<file path="src/rtl/noc_pkg.sv">
// Shared NoC definitions: flit types, output direction encoding and route FSM states.
package noc_pkg;

    localparam logic [1:0] FLIT_BODY   = 2'b00;
    localparam logic [1:0] FLIT_HEAD   = 2'b01;
    localparam logic [1:0] FLIT_TAIL   = 2'b10;
    localparam logic [1:0] FLIT_SINGLE = 2'b11;

    localparam int unsigned DIR_LOCAL = 0;
    localparam int unsigned DIR_NORTH = 1;
    localparam int unsigned DIR_SOUTH = 2;
    localparam int unsigned DIR_EAST  = 3;
    localparam int unsigned DIR_WEST  = 4;
    localparam int unsigned DIR_ERR   = 5;

    typedef logic [5:0] dir_t;

    localparam dir_t DIR_ERR_VEC = 6'b100000;

    typedef enum logic {
        StIdle,
        StLocked
    } state_e;

endpackage

</file>
<file path="src/rtl/route_decode.sv">
// Combinational dimension-order route decode of one-hot destination fields against
// this router's mesh coordinate.
module route_decode
    import noc_pkg::*;
#(
    parameter int unsigned MESH_X    = 4,
    parameter int unsigned MESH_Y    = 4,
    parameter int unsigned YX_FIRST  = 0,
    parameter int unsigned ROUTER_ID = 0
) (
    input  logic [MESH_X-1:0] col,
    input  logic [MESH_Y-1:0] row,
    output dir_t              dir
);

    localparam int unsigned OWN_X = ROUTER_ID % MESH_X;
    localparam int unsigned OWN_Y = ROUTER_ID / MESH_X;

    int unsigned dx;
    int unsigned dy;
    dir_t        ew;
    dir_t        ns;

    always_comb begin
        dx = 0;
        dy = 0;
        for (int unsigned i = 0; i < MESH_X; i++) begin
            if (col[i]) dx = i;
        end
        for (int unsigned j = 0; j < MESH_Y; j++) begin
            if (row[j]) dy = j;
        end

        ew = '0;
        ns = '0;
        ew[(dx > OWN_X) ? DIR_EAST : DIR_WEST]   = 1'b1;
        ns[(dy > OWN_Y) ? DIR_NORTH : DIR_SOUTH] = 1'b1;

        dir = '0;
        if (!($onehot(col) && $onehot(row))) begin
            dir = DIR_ERR_VEC;
        end else if (dx == OWN_X && dy == OWN_Y) begin
            dir[DIR_LOCAL] = 1'b1;
        end else if (YX_FIRST == 0) begin
            dir = (dx != OWN_X) ? ew : ns;
        end else begin
            dir = (dy != OWN_Y) ? ns : ew;
        end
    end

endmodule

</file>
<file path="src/rtl/route_compute_unit.sv">
// Registered route-computation stage: decodes head flits, locks the route for the packet
// body and presents flit plus one-hot direction to the switch allocator one cycle later.
module route_compute_unit
    import noc_pkg::*;
#(
    parameter int unsigned ROUTER_ID = 0,
    parameter int unsigned MESH_X    = 4,
    parameter int unsigned MESH_Y    = 4,
    parameter int unsigned FLIT_W    = 17,
    parameter int unsigned YX_FIRST  = 0
) (
    input  logic              clk,
    input  logic              rst,
    input  logic [FLIT_W-1:0] flit_i,
    input  logic              valid_i,
    output logic              ready_o,
    output logic [FLIT_W-1:0] flit_o,
    output logic [5:0]        direction_o,
    output logic              valid_o,
    input  logic              ready_i,
    output logic              proto_err_o
);

    logic [1:0]        ftype;
    dir_t              dec_dir;
    logic              accept;

    state_e            state_q, state_d;
    dir_t              route_q, route_d;
    dir_t              dir_q, dir_d;
    logic              err_q, err_d;
    logic [FLIT_W-1:0] flit_q;
    logic              valid_q;

    assign ftype = flit_i[FLIT_W-1 -: 2];

    route_decode #(
        .MESH_X    (MESH_X),
        .MESH_Y    (MESH_Y),
        .YX_FIRST  (YX_FIRST),
        .ROUTER_ID (ROUTER_ID)
    ) u_route_decode (
        .col (flit_i[MESH_X-1:0]),
        .row (flit_i[MESH_X+MESH_Y-1:MESH_X]),
        .dir (dec_dir)
    );

    assign ready_o = rst || !valid_q || ready_i;
    assign accept  = valid_i && ready_o && !rst;

    // A head resolved to error locks route_q to error, so its body flits inherit it quietly.
    always_comb begin
        state_d = state_q;
        route_d = route_q;
        dir_d   = dec_dir;
        err_d   = 1'b0;
        if (state_q == StIdle) begin
            case (ftype)
                FLIT_HEAD: begin
                    route_d = dec_dir;
                    state_d = StLocked;
                end
                FLIT_SINGLE: ;
                default: begin
                    dir_d = DIR_ERR_VEC;
                    err_d = 1'b1;
                end
            endcase
        end else begin
            case (ftype)
                FLIT_HEAD: begin
                    err_d   = 1'b1;
                    route_d = dec_dir;
                end
                FLIT_SINGLE: begin
                    err_d   = 1'b1;
                    state_d = StIdle;
                end
                FLIT_TAIL: begin
                    dir_d   = route_q;
                    state_d = StIdle;
                end
                default: dir_d = route_q;
            endcase
        end
    end

    always_ff @(posedge clk) begin
        if (rst) begin
            state_q <= StIdle;
            route_q <= '0;
            dir_q   <= '0;
            err_q   <= 1'b0;
            flit_q  <= '0;
            valid_q <= 1'b0;
        end else begin
            err_q <= accept && err_d;
            if (accept) begin
                flit_q  <= flit_i;
                dir_q   <= dir_d;
                valid_q <= 1'b1;
                state_q <= state_d;
                route_q <= route_d;
            end else if (ready_i) begin
                valid_q <= 1'b0;
            end
        end
    end

    assign flit_o      = flit_q;
    assign direction_o = dir_q;
    assign valid_o     = valid_q;
    assign proto_err_o = err_q;

endmodule

</file>
<file path="config.mk">
export PLATFORM = sky130hd
export DESIGN_NAME = route_compute_unit
export DESIGN_NICKNAME = d
export VERILOG_FILES = /design/src/rtl/noc_pkg.sv /design/src/rtl/route_decode.sv /design/src/rtl/route_compute_unit.sv
export SDC_FILE = /design/constraint.sdc
export NUM_CORES = 1
export LEC_CHECK = 0
export BUFFER_PORTS_ARGS = -buffer_cell sky130_fd_sc_hd__buf_2
export CAP_MARGIN = 30
export CELL_PAD_IN_SITES_DETAIL_PLACEMENT = 0
export CELL_PAD_IN_SITES_GLOBAL_PLACEMENT = 1
export CORE_MARGIN = 8
export CORE_UTILIZATION = 38
export CTS_CLUSTER_SIZE = 25
export DETAILED_ROUTE_END_ITERATION = 16
export PLACE_DENSITY = 0.84
export REMOVE_ABC_BUFFERS = 1
export SLEW_MARGIN = 25
export SYNTH_ARGS = -nofsm -noshare
export SYNTH_HDL_FRONTEND = slang
export SYNTH_SLANG_ARGS = --single-unit
</file>
<file path="constraint.sdc">
create_clock -name clk -period 6.7 [get_ports clk]
set_input_delay 1.675 -clock clk [delete_from_list [all_inputs] [get_ports clk]]
set_output_delay 1.675 -clock clk [all_outputs]
set_load 0.005 [all_outputs]
</file>
==> results of run 1 <==
flip-flops by register name, summed over array words and instances (netlist names):
| name | count |
|---|---|
| direction_o | 5 |
| flit_o | 17 |
| proto_err_o | 1 |
| route_q | 4 |
| state_q | 1 |
| valid_o | 1 |
final cells by class:
class	count	area, µm²	share of cell area [%]
Timing Repair Buffer	46	230	14.3
Sequential cell	29	581	35.9
Clock inverter	2	10.0	0.620
Tap cell	46	57.6	3.56
Multi-Input combinational cell	101	662	41.0
Clock buffer	6	41.3	2.56
Inverter	9	33.8	2.09
stage by stage:
stage                     cells  area [µm²]  setup WS [ns]
after floorplan             139        1280           2.91
after global placement      231        1560           2.29
after detailed placement    231        1560           2.26
after CTS                   239        1620           2.26
after global routing        239        1620           2.06
final                       239        1620           2.26
power groups by stage:
stage	clock [mW]	combinational (mW)	sequential (mW)
global placement	0	0.0515	0.190
finish	0.101	0.0519	0.186
CTS	0.106	0.0531	0.186
floorplan	0	0.0271	0.191
detailed placement	0	0.0527	0.190
global route	0.113	0.0597	0.188
per-layer routing:
metal,up-vias,global-route usage [%],share of wire [%]
li1,597,-,-
met3,6,3.86,7.4
met2,33,18.4,47
met1,525,13.7,44
met4,0,7.17,2.1
met5,-,0,0
worst paths after layout:
path	depth (start not counted)	slack, ns	end
max	4	2.26	ready_o
max reg2reg	4	5.28	direction_o[5]$_SDFFE_PP0P_
min reg2reg	2	0.46	flit_o[15]$_SDFFE_PP0P_
min	2	0.46	flit_o[15]$_SDFFE_PP0P_
worst max-delay path: stages:
cell,delay [ns]
buf_2,0.24
clkinv_1,0.49
nand2_1,0.21
buf_2,0.14
Yosys cell counts, types with 2 or more instances:
cell type | n | area share, %
fa_1 | 2 | 3.1
buf_2 | 3 | 1.1
a221oi_1 | 2 | 1.3
dfxtp_1 | 29 | 44
ha_1 | 8 | 7.7
nor2_1 | 4 | 1.1
nor2b_1 | 5 | 2.4
a21oi_1 | 5 | 1.9
o2bb2ai_1 | 2 | 1.3
nand2b_1 | 2 | 0.96
o21ai_0 | 15 | 5.7
nand3_1 | 7 | 2.7
a211oi_1 | 2 | 1.1
and3_1 | 3 | 1.4
a31o_1 | 2 | 1.3
and4_1 | 2 | 1.3
inv_1 | 8 | 2.3
nand2_1 | 29 | 8.3
kinds of logic (layout without fill, tap and decap cells):
| group | count (synthesis) | in the layout |
|---|---|---|
| buffers and inverters | 15 | 63 |
| adder cells (fa/ha/maj) | 10 | 10 |
| AO/OA/AOI/OAI | 32 | 32 |
| flip-flops | 29 | 29 |
| AND/OR/NAND/NOR | 59 | 59 |
==> impl_results.md, run 1 <==
* EDFF count, synth at 0
* Critical Path Start Type: primary input
* Post-synth top flop: dfxtp_1
* Final worst-path cycle share at 66.3%
* Combinational group share of total power at 15.3%
* Worst skew pair latency at 0.32 ns
* Postcts setup bufs at 0
* WP data arrival at 2.76 ns
* Clock power frac at 29.8%
* Number of port buffers at 46
* Post-DR wirelength/cell at 12.5 µm
* Largest net degree at the start of global routing at 27
* Area growth syn-to-layout at 23.7%
* Share of cells above drive strength 1 at 31.1%
* Crit path from: rst
* Post-Syn Instances at 145
* Reg-to-Reg Start: valid_o$_SDFFE_PP0P_
* Final Hold Fails at 0
* CTS tree: done
* Net count, final at 223
* Core Region at 3310 µm²
* DRC viols at 0
* Most frequent cells in the layout: buf_2, nand2_1, dfxtp_1, o21ai_0
* Final WL at 2990 µm
* Max-slew violations at 0
* Starting Density at 39.5%
* Placed wire-length estimate at 2300 µm
* Chip width at 74.6 µm
* Lkg Pwr at 0.748 nW
* Post-route setup TNS at 0 ns
* Data required time of the worst path at 5.03 ns
* CTS Hold Bufs at 0
* Final Util at 48.8%
* Outcome: completed
* Max Cap Viol at 0
* Die area at 5570 µm²
* Antenna-violating nets left at 0
* Switching part of the total at 27.9%
* Min Clock Period, post-route at 4.44 ns
* Top fanout value on the critical path at 19
* Switching pwr at 0.0948 mW
* 1st-iter DRT viols at 60
* Initial antenna violation count at 0
* Yosys warnings at 0
* Min Hold Slack at 0.460 ns
* Final setup fails at 0
* Worst-Margin Slew at 0.520 ns
* Syn_area_per_cell at 9.01 µm²
* Post-Synth Simple-Gate Area at 24.2%
* Clock net sink count at 29
* Via count at 1161
* Max Clk Rate at 225 MHz
* Power Total at 0.340 mW
* Placer Congestion at 0.805
* Vias per cell at 4.86
* XOR/XNOR Fraction of Synth Area at 0%
* Asr flop ratio synth at 0%
* FP Rows at 21
* Clock transition at path regs at 0.08 ns
* Hold Crit Start: flit_o[15]$_SDFFE_PP0P_
* CP Class: primary input to output port
* Vias in the first global route at 1128
* VDD IR-drop max at 0.0920 mV
* Worst relative slew slack at 65.1%
* I/O pins at 47
* Post-CTS sizing at 0
* Clock Skew at 0.00931 ns
* Worst hold path type: register to register
* Sequential power share at 54.9%
* Internal at 0.245 mW
* Wire length of the first global-routing pass at 5020 µm
* GR Overflow Total at 0
* Filler cells at 348
* Clock Path Buffers at 2
* PD cells at 210 nW/µm²
* Root buf cell: clkbuf_4
* Total GRT Usage at 11.8%
* RSZ-0062 raised after global routing: false
* Yosys cell types at 33
* N_diodes at 0
* Commonest non-fill, non-tap cell in the layout: buf_2
* Cell Area, Synth at 1310 µm²
* Crit path capture type: output port
* CTS H-tree lvls at 2
* Register area share after synthesis at 44.4%
* Compound-cell area share of the yosys netlist at 15.7%
* #FFs+latches synth at 29
* Post-Synth Adder-Cell Area at 10.7%
* Total iterations of the first detailed-routing run at 4
* Mux share of post-synthesis cell area at 0%
* Die Y at 74.6 µm
* CTS Buf Count at 5
* Largest family of logic cells by synthesized area: simple AND/OR/NAND/NOR gates
(Power assumes the default switching activity.)
==> inputs of run 2 (changes only) <==
Settings changed: ABC_AREA set to 1, CORE_UTILIZATION 38 to 34, PLACE_DENSITY 0.84 to 0.78.
Clock period 6.7 ns to 4.4 ns, I/O delays scaled along.
==> run 2 against run 1 <==
  * Clock-buffer cell count increased by 1
  * Register-to-register slack got worse by 2.7 ns
  * Global-route usage decreased by 1.5 points
  * Sequential cell count unchanged
  * Critical endpoint unchanged
  * Largest power group unchanged
  * Highest routed layer unchanged
==> impl_results.md, run 2 <==
* Outcome: completed
* Fin area at 1700 µm² (+5.4%)
* VDD IR-drop max at 0.117 mV (+27%)
* CTS tree: done
* PD cells at 351 nW/µm² (+67%)
* Initial antenna violation count at 0 (unchanged)
* Final Hold Fails at 0 (unchanged)
* Lkg Pwr at 0.890 nW (+19%)
* Min Hold Slack at 0.462 ns (+0.00251 ns)
* Worst relative slew slack at 57.4% (-7.7 points)
* Internal at 0.451 mW (+84%)
* Starting Density at 34.8% (-4.7 points)
* Worst-Margin Slew at 0.638 ns (+0.118 ns)
* Clock Path Buffers at 2 (unchanged)
* Cell with the most instances after synthesis: nand2_1
* Commonest non-fill, non-tap cell in the layout: buf_2
* #FFs+latches synth at 29 (unchanged)
* Crit path capture type: output port
* Most frequent cells in the layout: buf_2, nand2_1, dfxtp_1, nand3_1
* Commonest cells post-synth: nand2_1, dfxtp_1, nand3_1, inv_1, nor2_1
* Final Util at 43.5% (-5.3 points)
* Die area at 6280 µm² (+13%)
* Worst path cell trace: buf_2, inv_1, nand2_1, buf_2
* Number of port buffers at 46 (unchanged)
* Switching pwr at 0.147 mW (+55%)
* CP peak stage delay at 0.49 ns (about the same)
* Worst hold path type: register to register
* Post-Syn Instances at 178 (+23%)
* Wire length of the first global-routing pass at 5290 µm (+5.2%)
* Largest net degree at the start of global routing at 31 (+15%)
* Total iterations of the first detailed-routing run at 4 (unchanged)
* Leading area contributor after synthesis: dfxtp_1
* Syn_area_per_cell at 7.65 µm² (-15%)
* Clock net sink count at 29 (unchanged)
* FP Rows at 23 (+9.5%)
* CTS H-tree lvls at 2 (unchanged)
* Worst skew pair latency at 0.27 ns (-0.05 ns)
* Max reg flops at 17 (unchanged)
* Area growth syn-to-layout at 25.1%
* Placer Congestion at 0.752 (-6.6%)
* Die Y at 79.3 µm (+6.2%)
* Vias per cell at 4.43 (-8.7%)
* Critical Path Start Type: primary input
* Max-slew violations at 0 (unchanged)
* Placed wire-length estimate at 2440 µm (+6.3%)
* Total GRT Usage at 10.3% (-1.5 points)
* Cell Area, Synth at 1360 µm² (+4.2%)
* CTS Hold Bufs at 0 (unchanged)
* Combinational group share of total power at 13.3% (-2.0 points)
* CP Class: primary input to output port
* 1st-iter DRT viols at 58 (-3.3%)
* DRC viols at 0 (unchanged)
* Reg2Reg Setup Slack at 2.60 ns (-2.68 ns)
* Clock Skew at 0.00267 ns (-0.00664 ns)
* Reg-to-Reg Start: valid_o$_SDFFE_PP0P_
* Via count at 1215 (+4.7%)
* Max Cap Viol at 0 (unchanged)
* Asr flop ratio synth at 0% (unchanged)
* WP data arrival at 2.01 ns (-0.75 ns)
* Setup crit end: ready_o
* EDFF count, synth at 0 (unchanged)
* RSZ-0062 raised after global routing: false
* Antenna-violating nets left at 0 (unchanged)
* Cell depth of the worst flop-to-flop path at 6 (+2)
* Max Clk Rate at 321 MHz
* Vias in the first global route at 1261 (+12%)
* Synth top area share at 42.6% (-1.8 points)
* N_diodes at 0 (unchanged)
* Data required time of the worst path at 3.30 ns (-1.73 ns)
* Synth area leaders: dfxtp_1, nand2_1, nand3_1
* Core Region at 3910 µm² (+18%)
* Post-synth top flop: dfxtp_1
* I/O pins at 47 (unchanged)
* Postcts setup bufs at 0 (unchanged)
* Area after DPL at 1600 µm² (+2.4%)
* Crit path from: rst
* Power Total at 0.598 mW (+76%)
* Min Clock Period, post-route at 3.11 ns
* Switching part of the total at 24.6% (-3.3 points)
* Post-CTS sizing at 0 (unchanged)
* Clock transition at path regs at 0.06 ns (-0.02 ns)
* Post-DR wirelength/cell at 11.7 µm (-6.6%)
* Register area share after synthesis at 42.6% (-1.8 points)
* Final worst-path cycle share at 70.7%
* Clock power frac at 39.1% (+9.3 points)
* GR Overflow Total at 0 (unchanged)
* Yosys warnings at 0 (unchanged)
* Top fanout value on the critical path at 21 (+2)
* Chip width at 79.3 µm (+6.2%)
* Final setup fails at 0 (unchanged)
* Most frequent CP cell: buf_2
* CTS Buf Count at 5 (unchanged)
* Yosys cell types at 20 (-39%)
* Worst r2r dst: state_q$_SDFFE_PP0P_
* Share of cells above drive strength 1 at 25.9% (-5.2 points)
* Final WL at 3200 µm (+7.0%)
* Root buf cell: clkbuf_8
* Critical path's slowest cell: inv_1
* Sequential power share at 47.6% (-7.3 points)
* Post-route setup TNS at 0 ns (unchanged)
* Net count, final at 254 (+14%)
## run 2: cell count changes after synthesis, sizes merged, moves of 3 or more
cell and change:
a21boi +3, nor2b -6, and3 -3, nand3 +16, nand2 +9, a211oi -3, nor2 +19, a21oi +6
o21ai -5, inv +13
## run 2: area by class of cell
| class | instances | area [µm²] |
|---|---|---|
| clock buffers | 7 | 96.3 |
| well taps | 50 | 62.6 |
| repair buffers | 46 | 230 |
| clock inverters | 1 | 5.00 |
| flip-flops and latches | 29 | 581 |
| fillers | 447 | 2210 |
| inverters | 21 | 78.8 |
| multi-input cells | 120 | 649 |
## run 2: power groups by stage
| stage | clock network [mW] | registers (mW) | logic, mW |
|---|---|---|---|
| floorplan | 0 | 0.291 | 0.0426 |
| global placement | 0 | 0.290 | 0.0804 |
| global route | 0.254 | 0.286 | 0.0922 |
| CTS | 0.241 | 0.285 | 0.0813 |
| finish | 0.234 | 0.285 | 0.0796 |
| detailed placement | 0 | 0.290 | 0.0812 |
## run 2: worst min-delay path by stage
stage | startpoint | end | cells after the start
6_report | flit_o[12]$_SDFFE_PP0P_ | flit_o[12]$_SDFFE_PP0P_ | 2
5_1_grt | flit_o[10]$_SDFFE_PP0P_ | flit_o[10]$_SDFFE_PP0P_ | 2
4_1_cts | flit_o[12]$_SDFFE_PP0P_ | flit_o[12]$_SDFFE_PP0P_ | 2
3_5_place_dp | direction_o[4]$_SDFFE_PP0P_ | direction_o[4]$_SDFFE_PP0P_ | 2
3_3_place_gp | direction_o[4]$_SDFFE_PP0P_ | direction_o[4]$_SDFFE_PP0P_ | 2
2_1_floorplan | route_q[1]$_SDFFE_PP0P_ | route_q[1]$_SDFFE_PP0P_ | 2
## run 2: stage by stage
stage | cells | setup slack, ns
after floorplan | 170 | 1.78
after global placement | 266 | 1.28
after detailed placement | 266 | 1.25
after CTS | 274 | 1.25
after global routing | 274 | 1.18
final | 274 | 1.29
## run 2: kinds of logic after synthesis
kind of cell,after synthesis,synth area share [%]
buffers and inverters,29,9.65
flip-flops,29,42.6
adder cells (fa/ha/maj),10,10.3
AND/OR/NAND/NOR,86,28.0
AO/OA/AOI/OAI,24,9.37
## run 2: worst max-delay path: cells and delay by family
family | cells | cell delay, ns
buffers and inverters | 3 | 0.81
AND/OR/NAND/NOR | 1 | 0.10
## run 2: routing by layer
metal	global-route usage (%)	share of wire, %
met5	0	0
met4	5.56	1.1
met3	2.37	5.1
met2	18.2	50
met1	11.2	43
